**config.mk**
```make
export PLATFORM = sky130hd
export DESIGN_NAME = midi_message_parser_flat
export DESIGN_NICKNAME = d
export VERILOG_FILES = /design/src/rtl/midi_message_parser_if.sv /design/src/rtl/midi_message_parser.sv /design/src/flat_wrapper.sv
export SDC_FILE = /design/constraint.sdc
export NUM_CORES = 1
export LEC_CHECK = 0
export ABC_AREA = 1
export ABC_CLOCK_PERIOD_IN_PS = 2200
export CAP_MARGIN = 20
export CELL_PAD_IN_SITES_DETAIL_PLACEMENT = 1
export CELL_PAD_IN_SITES_GLOBAL_PLACEMENT = 1
export CORE_MARGIN = 3
export CORE_UTILIZATION = 40
export DETAILED_ROUTE_END_ITERATION = 12
export PLACE_DENSITY = 0.87
export SLEW_MARGIN = 20
export SYNTH_ARGS = -nofsm -noshare
export SYNTH_HDL_FRONTEND = slang
export SYNTH_SLANG_ARGS = --single-unit
```
**constraint.sdc**
```tcl
create_clock -name clock_50_000_000 -period 2.2 [get_ports clock_50_000_000]
set_clock_uncertainty 0.1 [all_clocks]
set_input_delay 0.33 -clock clock_50_000_000 [delete_from_list [all_inputs] [get_ports clock_50_000_000]]
set_output_delay 0.33 -clock clock_50_000_000 [all_outputs]
set_load 0.005 [all_outputs]
```
**src/rtl/midi_message_parser_if.sv**
```systemverilog
// MIDI message types and the byte-in / message-out bundle of the parser.
// Handshake: byte_in is valid only in a cycle where byte_ready is high; message
// is valid only in the single cycle message_ready is high. Neither direction has
// backpressure, so each strobe is consumed in the cycle it appears.
package MIDI;
   typedef struct packed {
      logic [3:0] message_type;
      logic [6:0] data_byte1;
      logic [6:0] data_byte2;
   } message_t;

   localparam logic [3:0] NOTE_OFF         = 4'h8;
   localparam logic [3:0] NOTE_ON          = 4'h9;
   localparam logic [3:0] POLY_PRESSURE    = 4'hA;
   localparam logic [3:0] CONTROL_CHANGE   = 4'hB;
   localparam logic [3:0] PROGRAM_CHANGE   = 4'hC;
   localparam logic [3:0] CHANNEL_PRESSURE = 4'hD;
   localparam logic [3:0] PITCH_BEND       = 4'hE;
endpackage

interface midi_message_parser_if;
   logic [7:0]     byte_in;
   logic           byte_ready;
   MIDI::message_t message;
   logic           message_ready;
   logic           sysex_active;
   logic [1:0]     parser_state;   // debug view of the parser state register

   // Byte source / message sink side.
   modport master (
      output byte_in, byte_ready,
      input  message, message_ready, sysex_active, parser_state
   );

   // Parser side.
   modport slave (
      input  byte_in, byte_ready,
      output message, message_ready, sysex_active, parser_state
   );
endinterface

```
**src/rtl/midi_message_parser.sv**
```systemverilog
// MIDI channel-voice message parser: running status, realtime pass-over,
// SysEx skipping, channel filter, NOTE_ON velocity 0 -> NOTE_OFF, and a
// timeout that abandons stale partial messages.
module midi_message_parser #(
   parameter int unsigned CHANNEL        = 0,
   parameter int unsigned OMNI           = 1,
   parameter int unsigned TIMEOUT_CYCLES = 50_000_000
) (
   input  logic                    clock_50_000_000,
   input  logic                    reset,
   midi_message_parser_if.slave    bus
);

   typedef enum logic [1:0] {
      IDLE    = 2'd0,
      WAIT_D1 = 2'd1,
      WAIT_D2 = 2'd2,
      SYSEX   = 2'd3
   } state_t;

   // Counter only has to hold TIMEOUT_CYCLES-1: expiry is detected one count early.
   localparam int unsigned CW = (TIMEOUT_CYCLES > 1) ? $clog2(TIMEOUT_CYCLES) : 1;
   localparam logic [CW-1:0] LIMIT = (TIMEOUT_CYCLES > 0) ? CW'(TIMEOUT_CYCLES - 1) : '0;
   localparam logic [3:0] CH = 4'(CHANNEL);

   state_t         state_q, state_d;
   logic           rs_valid_q, rs_valid_d;
   logic [3:0]     rs_type_q, rs_type_d;
   logic [3:0]     rs_chan_q, rs_chan_d;
   logic [6:0]     d1_q, d1_d;
   logic [CW-1:0]  cnt_q, cnt_d;
   MIDI::message_t message_q, message_d;
   logic           ready_q, ready_d;
   logic           sysex_q;

   logic           is_realtime;
   logic           take_d1;
   logic           emit;
   logic [6:0]     em_d1, em_d2;
   logic           accept;

   assign is_realtime = (bus.byte_in[7:3] == 5'b11111);
   assign accept      = (OMNI != 0) || (rs_chan_q == CH);

   // Next-state decode for one received byte, or timeout aging when no byte arrives.
   always_comb begin
      state_d    = state_q;
      rs_valid_d = rs_valid_q;
      rs_type_d  = rs_type_q;
      rs_chan_d  = rs_chan_q;
      d1_d       = d1_q;
      cnt_d      = cnt_q;
      message_d  = message_q;
      ready_d    = 1'b0;
      take_d1    = 1'b0;
      emit       = 1'b0;
      em_d1      = '0;
      em_d2      = '0;

      if (bus.byte_ready && !is_realtime) begin
         cnt_d = '0;
         if (bus.byte_in[7]) begin
            if (bus.byte_in < 8'hF0) begin
               rs_valid_d = 1'b1;
               rs_type_d  = bus.byte_in[7:4];
               rs_chan_d  = bus.byte_in[3:0];
               state_d    = WAIT_D1;
            end else if (bus.byte_in == 8'hF0) begin
               rs_valid_d = 1'b0;
               state_d    = SYSEX;
            end else begin
               rs_valid_d = 1'b0;
               state_d    = IDLE;
            end
         end else begin
            case (state_q)
               IDLE:    take_d1 = rs_valid_q;
               WAIT_D1: take_d1 = 1'b1;
               WAIT_D2: begin
                  emit    = 1'b1;
                  em_d1   = d1_q;
                  em_d2   = bus.byte_in[6:0];
                  state_d = IDLE;
               end
               default: ;   // SysEx payload is discarded
            endcase
            if (take_d1) begin
               if (rs_type_q == MIDI::PROGRAM_CHANGE || rs_type_q == MIDI::CHANNEL_PRESSURE) begin
                  emit    = 1'b1;
                  em_d1   = bus.byte_in[6:0];
                  em_d2   = '0;
                  state_d = IDLE;
               end else begin
                  d1_d    = bus.byte_in[6:0];
                  state_d = WAIT_D2;
               end
            end
         end
      end else if (!bus.byte_ready && TIMEOUT_CYCLES != 0 && state_q != IDLE) begin
         if (cnt_q >= LIMIT) begin
            state_d = IDLE;
            cnt_d   = '0;
         end else begin
            cnt_d = cnt_q + CW'(1);
         end
      end

      if (emit && accept) begin
         ready_d                = 1'b1;
         message_d.message_type = rs_type_q;
         message_d.data_byte1   = em_d1;
         message_d.data_byte2   = em_d2;
         if (rs_type_q == MIDI::NOTE_ON && em_d2 == 7'd0) begin
            message_d.message_type = MIDI::NOTE_OFF;
         end
      end
   end

   // State, running status, counter and registered outputs.
   always_ff @(posedge clock_50_000_000) begin
      if (reset) begin
         state_q    <= IDLE;
         rs_valid_q <= 1'b0;
         rs_type_q  <= '0;
         rs_chan_q  <= '0;
         d1_q       <= '0;
         cnt_q      <= '0;
         message_q  <= '0;
         ready_q    <= 1'b0;
         sysex_q    <= 1'b0;
      end else begin
         state_q    <= state_d;
         rs_valid_q <= rs_valid_d;
         rs_type_q  <= rs_type_d;
         rs_chan_q  <= rs_chan_d;
         d1_q       <= d1_d;
         cnt_q      <= cnt_d;
         message_q  <= message_d;
         ready_q    <= ready_d;
         sysex_q    <= (state_d == SYSEX);
      end
   end

   assign bus.message       = message_q;
   assign bus.message_ready = ready_q;
   assign bus.sysex_active  = sysex_q;
   assign bus.parser_state  = state_q;

endmodule

```
**src/flat_wrapper.sv**
```systemverilog
// flat-port wrapper written by rule: the top's interface ports become plain ports
module midi_message_parser_flat 
#(
   parameter int unsigned CHANNEL        = 0,
   parameter int unsigned OMNI           = 1,
   parameter int unsigned TIMEOUT_CYCLES = 50_000_000
)
  (clock_50_000_000, reset, bus_byte_in, bus_byte_ready, bus_message, bus_message_ready, bus_sysex_active, bus_parser_state);
  midi_message_parser_if bus_i ();
  input  logic clock_50_000_000;
  input  logic reset;
  input wire logic [$bits(bus_i.byte_in)-1:0] bus_byte_in;
  input wire logic [$bits(bus_i.byte_ready)-1:0] bus_byte_ready;
  output wire logic [$bits(bus_i.message)-1:0] bus_message;
  output wire logic [$bits(bus_i.message_ready)-1:0] bus_message_ready;
  output wire logic [$bits(bus_i.sysex_active)-1:0] bus_sysex_active;
  output wire logic [$bits(bus_i.parser_state)-1:0] bus_parser_state;
  assign bus_i.byte_in = bus_byte_in;
  assign bus_i.byte_ready = bus_byte_ready;
  assign bus_message = bus_i.message;
  assign bus_message_ready = bus_i.message_ready;
  assign bus_sysex_active = bus_i.sysex_active;
  assign bus_parser_state = bus_i.parser_state;
  midi_message_parser #(.CHANNEL(CHANNEL), .OMNI(OMNI), .TIMEOUT_CYCLES(TIMEOUT_CYCLES)) u_core (.clock_50_000_000(clock_50_000_000), .reset(reset), .bus(bus_i));
endmodule
```
# Word level (Yosys, flattened, before mapping)
# Cells that the tools add are included.
# word_totals
ff_bits	60
latch_bits	0
mem_bits_rw	0
rom_bits	0
out_inout_bits	22
wordCells	67
memories	0
# op_classes
add_sub_neg	1
multipliers	0
div_mod_pow	0
order_cmp	2
eq_ne	8
shift	0
mux	31
n_bitwise	2
reduce_logical	13
# ops
cell	n
2-to-1 mux 7 bit	10
adder 26 x 1 -> 26 bit, second input constant	1
>= comparator 26 bit, second input constant	1
2-to-1 mux 26 bit	1
2-to-1 mux 2 bit	9
equality test 4 bit, second input constant	3
2-to-1 mux 1 bit	9
equality test 8 bit, second input constant	1
< comparator 8 bit, second input constant	1
logical NOT 7 bit	1
equality test 5 bit, second input constant	1
equality test 2 bit, second input constant	2
2-to-1 mux 4 bit	1
AND reduction 4 bit	1
logical AND 1 bit	3
AND reduction 3 bit	1
equality test 2 x 1 -> 1 bit, second input constant	1
logical NOT 1 bit	2
logical NOT 2 bit	1
NOT 1 bit	2
one-hot mux 1 bit (2 select lines)	1
AND reduction 2 bit	1
nonzero test 2 bit	1
OR reduction 2 bit	1
logical OR 1 bit	1

# Logic depth before layout (Yosys ltp)
# depth
depth_word	10
depth_mapped	12
mapped_depth_nobuf	12

# Worst setup path before layout
# OpenSTA, ideal clock, no wires.
# synth_timing
path_type	register -> register
start	register u_core.state_q[0] (netlist: u_core.bus.parser_state[0])
end	register u_core.message_q (netlist bit u_core.bus.message[14])
setup_time_ns	0.117
arrival_ns	1.420
required_time_ns	1.983
path_slack_ns	0.563
path_stages_with_launch	10
path_buffers	1
period_less_slack_ns	1.637
cell_sequence	dfxtp_1 or2_1 nand2_2 nor2_4 nor2_2 nor3_4 inv_2 buf_6 a21oi_2 nor2_1
# synth_via
elab_chain_cells	10
# synth_rtl
item	line_no	rtl
start, declared	midi_message_parser.sv:26	state_t state_q, state_d;
start signal, assigned	midi_message_parser.sv:132	state_q <= state_d;
equality test 2 x 1 -> 1 bit / logical NOT 2 bit (equally long branches)	midi_message_parser.sv:76	case (state_q)
one-hot mux 1 bit (2 select lines)	midi_message_parser.sv:76	
2-to-1 mux 1 bit	midi_message_parser.sv:62	if (bus.byte_in[7]) begin
2-to-1 mux 1 bit	midi_message_parser.sv:60	if (bus.byte_ready && !is_realtime) begin
2-to-1 mux 7 bit	midi_message_parser.sv:87	if (take_d1) begin
2-to-1 mux 7 bit	midi_message_parser.sv:62	
2-to-1 mux 7 bit	midi_message_parser.sv:60	
logical NOT 7 bit	midi_message_parser.sv:113	if (rs_type_q == MIDI::NOTE_ON && em_d2 == 7'd0) begin
logical AND 1 bit	midi_message_parser.sv:113	
2-to-1 mux 4 bit	midi_message_parser.sv:113	
end signal, assigned	midi_message_parser.sv:138	message_q <= message_d;
end, declared	midi_message_parser.sv:32	MIDI::message_t message_q, message_d;
# Several ways; a longest one is shown, not always the timed one. The select of a mux whose other input is x is not followed.
# A chain may end at the register's enable or synchronous reset.

# Worst setup path in the final report
# layout_timing
start	register u_core.cnt_q[3]
end	register u_core.cnt_q[25]
# layout_via
elab_chain_cells	2
# layout_rtl
item	line_no	rtl
start, declared	midi_message_parser.sv:31	logic [CW-1:0] cnt_q, cnt_d;
start signal, assigned	midi_message_parser.sv:137	cnt_q <= cnt_d;
adder 26 x 1 -> 26 bit / >= comparator 26 bit (equally long branches)	midi_message_parser.sv:104, midi_message_parser.sv:100	
2-to-1 mux 26 bit *	midi_message_parser.sv:100	if (cnt_q >= LIMIT) begin
# Every way passes the cells marked *; elsewhere a longest branch is shown, timed or not.

==> flow_summary_export.csv <==
group,metric,value,unit
outcome,outcome,"complete, no violations",
die,ioPinCount,33,
clocking,htreeDepth,3,
finish,drive_gt1_frac,0.1060,
worst_setup_path,slowest_delay,380,ps
power_and_ir_drop,leakagePower,0.001318,uW
logic_synthesis,synthTopCellsByArea,"dfxtp_1 (42%), nand2_1 (9.0%), nor2_1 (8.5%), inv_1 (6.1%), o21ai_0 (5.7%)",
route,wl_per_cell,14.40,um
worst_setup_path,cp_data_required_time,2310,ps
grt,grt_pass1_wl,13.40,mm
die,dieHeight,90.80,um
sta,period_share,0.8814,
sta,slew_headroom,0.6546,
worst_setup_path,crit_family,"simple AND/OR/NAND/NOR gates",
grt,grt_max_degree,26,
grt,track_usage,0.2002,
clocking,clk_latency,340,ps
placed_design,dp_hpwl,6.001,mm
worst_setup_path,worstSetupStartpointType,"register",
power_and_ir_drop,peakVddDrop,337.1,uV
route,ant_nets,0,
route,met2_length,3.966,mm
logic_synthesis,async_reset_ff_frac,0,
route,vias,2787,
worst_setup_path,r2r-end,"u_core.cnt_q[25]$_SDFFE_PP0P_",
route,wl,7.904,mm
worst_setup_path,r2r-start,"u_core.cnt_q[3]$_SDFFE_PP0P_",
worst_setup_path,r2r_slack,260,ps
worst_setup_path,crit_chain,"nand2_1, nor2_2, nand2_1, nand2_1, nand3_1, nand3_1, nand2_1, nand2_4, nor2_1",
logic_synthesis,ys_warn_count,0,
worst_setup_path,worstSetupPathType,"reg2reg",
logic_synthesis,synth_simple_gate_area_frac,0.3201,
logic_synthesis,syn_area_per_cell,7.102,um^2
worst_setup_path,critPathMostFrequentCell,"nand2_1",
power_and_ir_drop,cellPowerDensity,618.2,nW/um^2
route,drc,0,
logic_synthesis,synthAdderAreaFrac,0.004350,
sta,setup_violations,0,
route,via_per_inst,5.077,
logic_synthesis,synth.area.mux_share,0,
route,drt-initial-drc-count,116,
grt,grt_pass1_vias,2802,
clocking,root_buffer,"clkbuf_8",
clocking,cts_buffers,9,
finish,final_cells,549,
route,met3WireLength,208,um
worst_setup_path,worstPathBufferInverterCount,0,
clocking,cts_resized,0,
logic_synthesis,synth-edff-count,0,
clocking,path_clk_slew,70,ps
worst_setup_path,endpoint_kind,"register",
run,cap_violations,0,
sta,rsz0062_at_grt,"false",
min_path,holdPathStages,2,
finish,diodes,0,
logic_synthesis,synthCells,405,
logic_synthesis,netlist.area_leader.share,0.4176,
die,die_area,8245,um^2
logic_synthesis,synth_cell_types,40,
clocking,clockBufferDepth,2,
logic_synthesis,synth-seq-area-share,0.4176,
finish,fill_cells,898,
sta,period_minus_slack,1939,ps
route,wl_met1,3.567,mm
die,initial_core_util,0.4188,
die,dieWidth,90.80,um
sta,max_clock_freq,0.5157,GHz
worst_setup_path,rr_worst_depth,9,
sta,tightest_slew,513.4,ps
clocking,post_cts_buffers,0,
clocking,hold_buffers,0,
logic_synthesis,synthesis.nets,417,
logic_synthesis,synth_top_family_by_area,"simple AND/OR/NAND/NOR gates",
die,num_rows,30,
worst_setup_path,path_max_fanout,25,
min_path,worstHoldPathType,"reg2reg",
min_path,holdPathEnd,"u_core.d1_q[2]$_SDFFE_PP0P_",
logic_synthesis,synth_compound_area_frac,0.1479,
logic_synthesis,synth_seq_cells,60,
finish,area_growth,21.40,%
worst_setup_path,cpMaxStageDelayCell,"dfxtp_1",
finish,nNetsFinal,460,
placed_design,dpl.cell_count,533,
logic_synthesis,netlist_area,2877,um^2
route,dr.max_layer_used,"met4",
logic_synthesis,synth_top_cell_by_area,"dfxtp_1",
die,core,6869,um^2
sta,hold_viol,0,
logic_synthesis,ys.flop_type,"dfxtp_1",
sta,slew_viol_final,0,
clocking,clock-sinks,60,
placed_design,place_area,3319,um^2
route,firstDrtPassIters,4,
finish,fin_area,3492,um^2
grt,grt_overflow,0,
grt,antenna_found_initial,0,
worst_setup_path,crit_arrival,2050,ps
placed_design,routabilityCongestion,0.8466,
clocking,cts_tree,"built",
logic_synthesis,yosys.area_share.xor_xnor,0.01827,
placed_design,io_buffers,32,
min_path,hp-start,"u_core.d1_q[2]$_SDFFE_PP0P_",
cell usage in the layout, fill, tap and decap left out, types with 2 or more instances in the layout:
master / n
nor2_1: 65
nand4_1: 11
nor2_2: 6
inv_2: 3
nor2_4: 2
a31oi_1: 2
dfxtp_1: 60
clkinvlp_4: 2
inv_1: 47
clkdlybuf4s50_1: 32
nand2_2: 2
nor3b_1: 2
a21oi_1: 31
buf_4: 10
nor3_1: 11
o22ai_1: 2
xor2_1: 5
clkinv_2: 4
nand3_1: 20
o21ai_0: 33
nand3b_1: 2
nand2_1: 69
a211oi_1: 2
clkbuf_8: 9
or2_2: 2
nor4_1: 2
synth_stat cells (2+ instances only):
master,count
nor4_1,2
nand2_1,69
xor2_1,5
nand3b_1,2
a21oi_1,31
nand4_1,11
buf_4,3
nor3b_1,2
nand3_1,20
nor2_4,2
o21ai_0,33
or2_2,2
nand2_2,3
nor2_1,65
inv_1,47
a211oi_1,2
nor2_2,6
clkbuf_1,3
o22ai_1,2
inv_2,3
buf_6,3
a31oi_1,2
nor3_1,11
dfxtp_1,60
final cells by class:
class | instances | area (um^2) | share of cell area
Tap cell | 96 | 120.1 | 0.03440
Inverter | 51 | 191.4 | 0.05482
Sequential cell | 60 | 1201 | 0.3440
Clock buffer | 9 | 123.9 | 0.03547
Multi-Input combinational cell | 284 | 1416 | 0.4056
Timing Repair Buffer | 42 | 395.4 | 0.1132
Clock inverter | 7 | 43.79 | 0.01254
registers in the layout, indices dropped and copies added, names as in the netlist:
signal,count
u_core.cnt_q,26
u_core.bus.message,18
u_core.d1_q,7
u_core.rs_type_q,4
u_core.bus.parser_state,2
u_core.bus.message_ready,1
u_core.bus.sysex_active,1
u_core.rs_valid_q,1
metal layers:
metal	vias to the layer above	global-route usage
li1	1410	-
met4	0	0.08920
met5	-	0
met3	15	0.03833
met1	1321	0.2418
met2	41	0.3440
worst min-delay path: stages (launching register included):
cell and delay, ps:
dfxtp_1 300, inv_1 50, a21oi_1 50
cells by family (layout without fill, tap and decap cells):
family	count (synthesis)	in the layout
buffers and inverters	61	109
flip-flops	60	60
AND/OR/NAND/NOR	200	200
XOR/XNOR	6	6
adder cells (fa/ha/maj)	1	1
AO/OA/AOI/OAI	77	77
worst max-delay path by stage:
stage | from | end | cells past startpoint
2_1_floorplan | u_core.bus.parser_state[0]$_SDFF_PP0_ | u_core.bus.message[14]$_SDFFE_PP0P_ | 9
3_3_place_gp | bus_byte_ready | u_core.cnt_q[18]$_SDFFE_PP0P_ | 9
3_5_place_dp | bus_byte_in[7] | u_core.cnt_q[17]$_SDFFE_PP0P_ | 7
4_1_cts | u_core.cnt_q[3]$_SDFFE_PP0P_ | u_core.cnt_q[25]$_SDFFE_PP0P_ | 9
5_1_grt | u_core.cnt_q[3]$_SDFFE_PP0P_ | u_core.cnt_q[25]$_SDFFE_PP0P_ | 9
6_report | u_core.cnt_q[3]$_SDFFE_PP0P_ | u_core.cnt_q[25]$_SDFFE_PP0P_ | 9
report_power, final:
part	leakage (uW)	total [uW]	switching (uW)	internal [uW]
combinational	0.000748	187	110	77.1
clock	0.0000848	845	445	401
sequential	0.000486	1130	15.1	1110
through the flow:
step	total power, uW	setup slack (ps)	util	hold WS [ps]	TNS, ps
floorplan	1249	563.1	-	299.1	0
global placement	1329	-2.327	0.4832	334.8	-2.327
detailed placement	1336	-47.28	0.4832	343.4	-149.3
CTS	2187	92.23	0.5077	353.9	0
global route	2261	97.60	0.5084	376.6	0
finish	2159	260.9	0.5084	347.7	0
No activity file was read; power rests on OpenSTA's default activity.
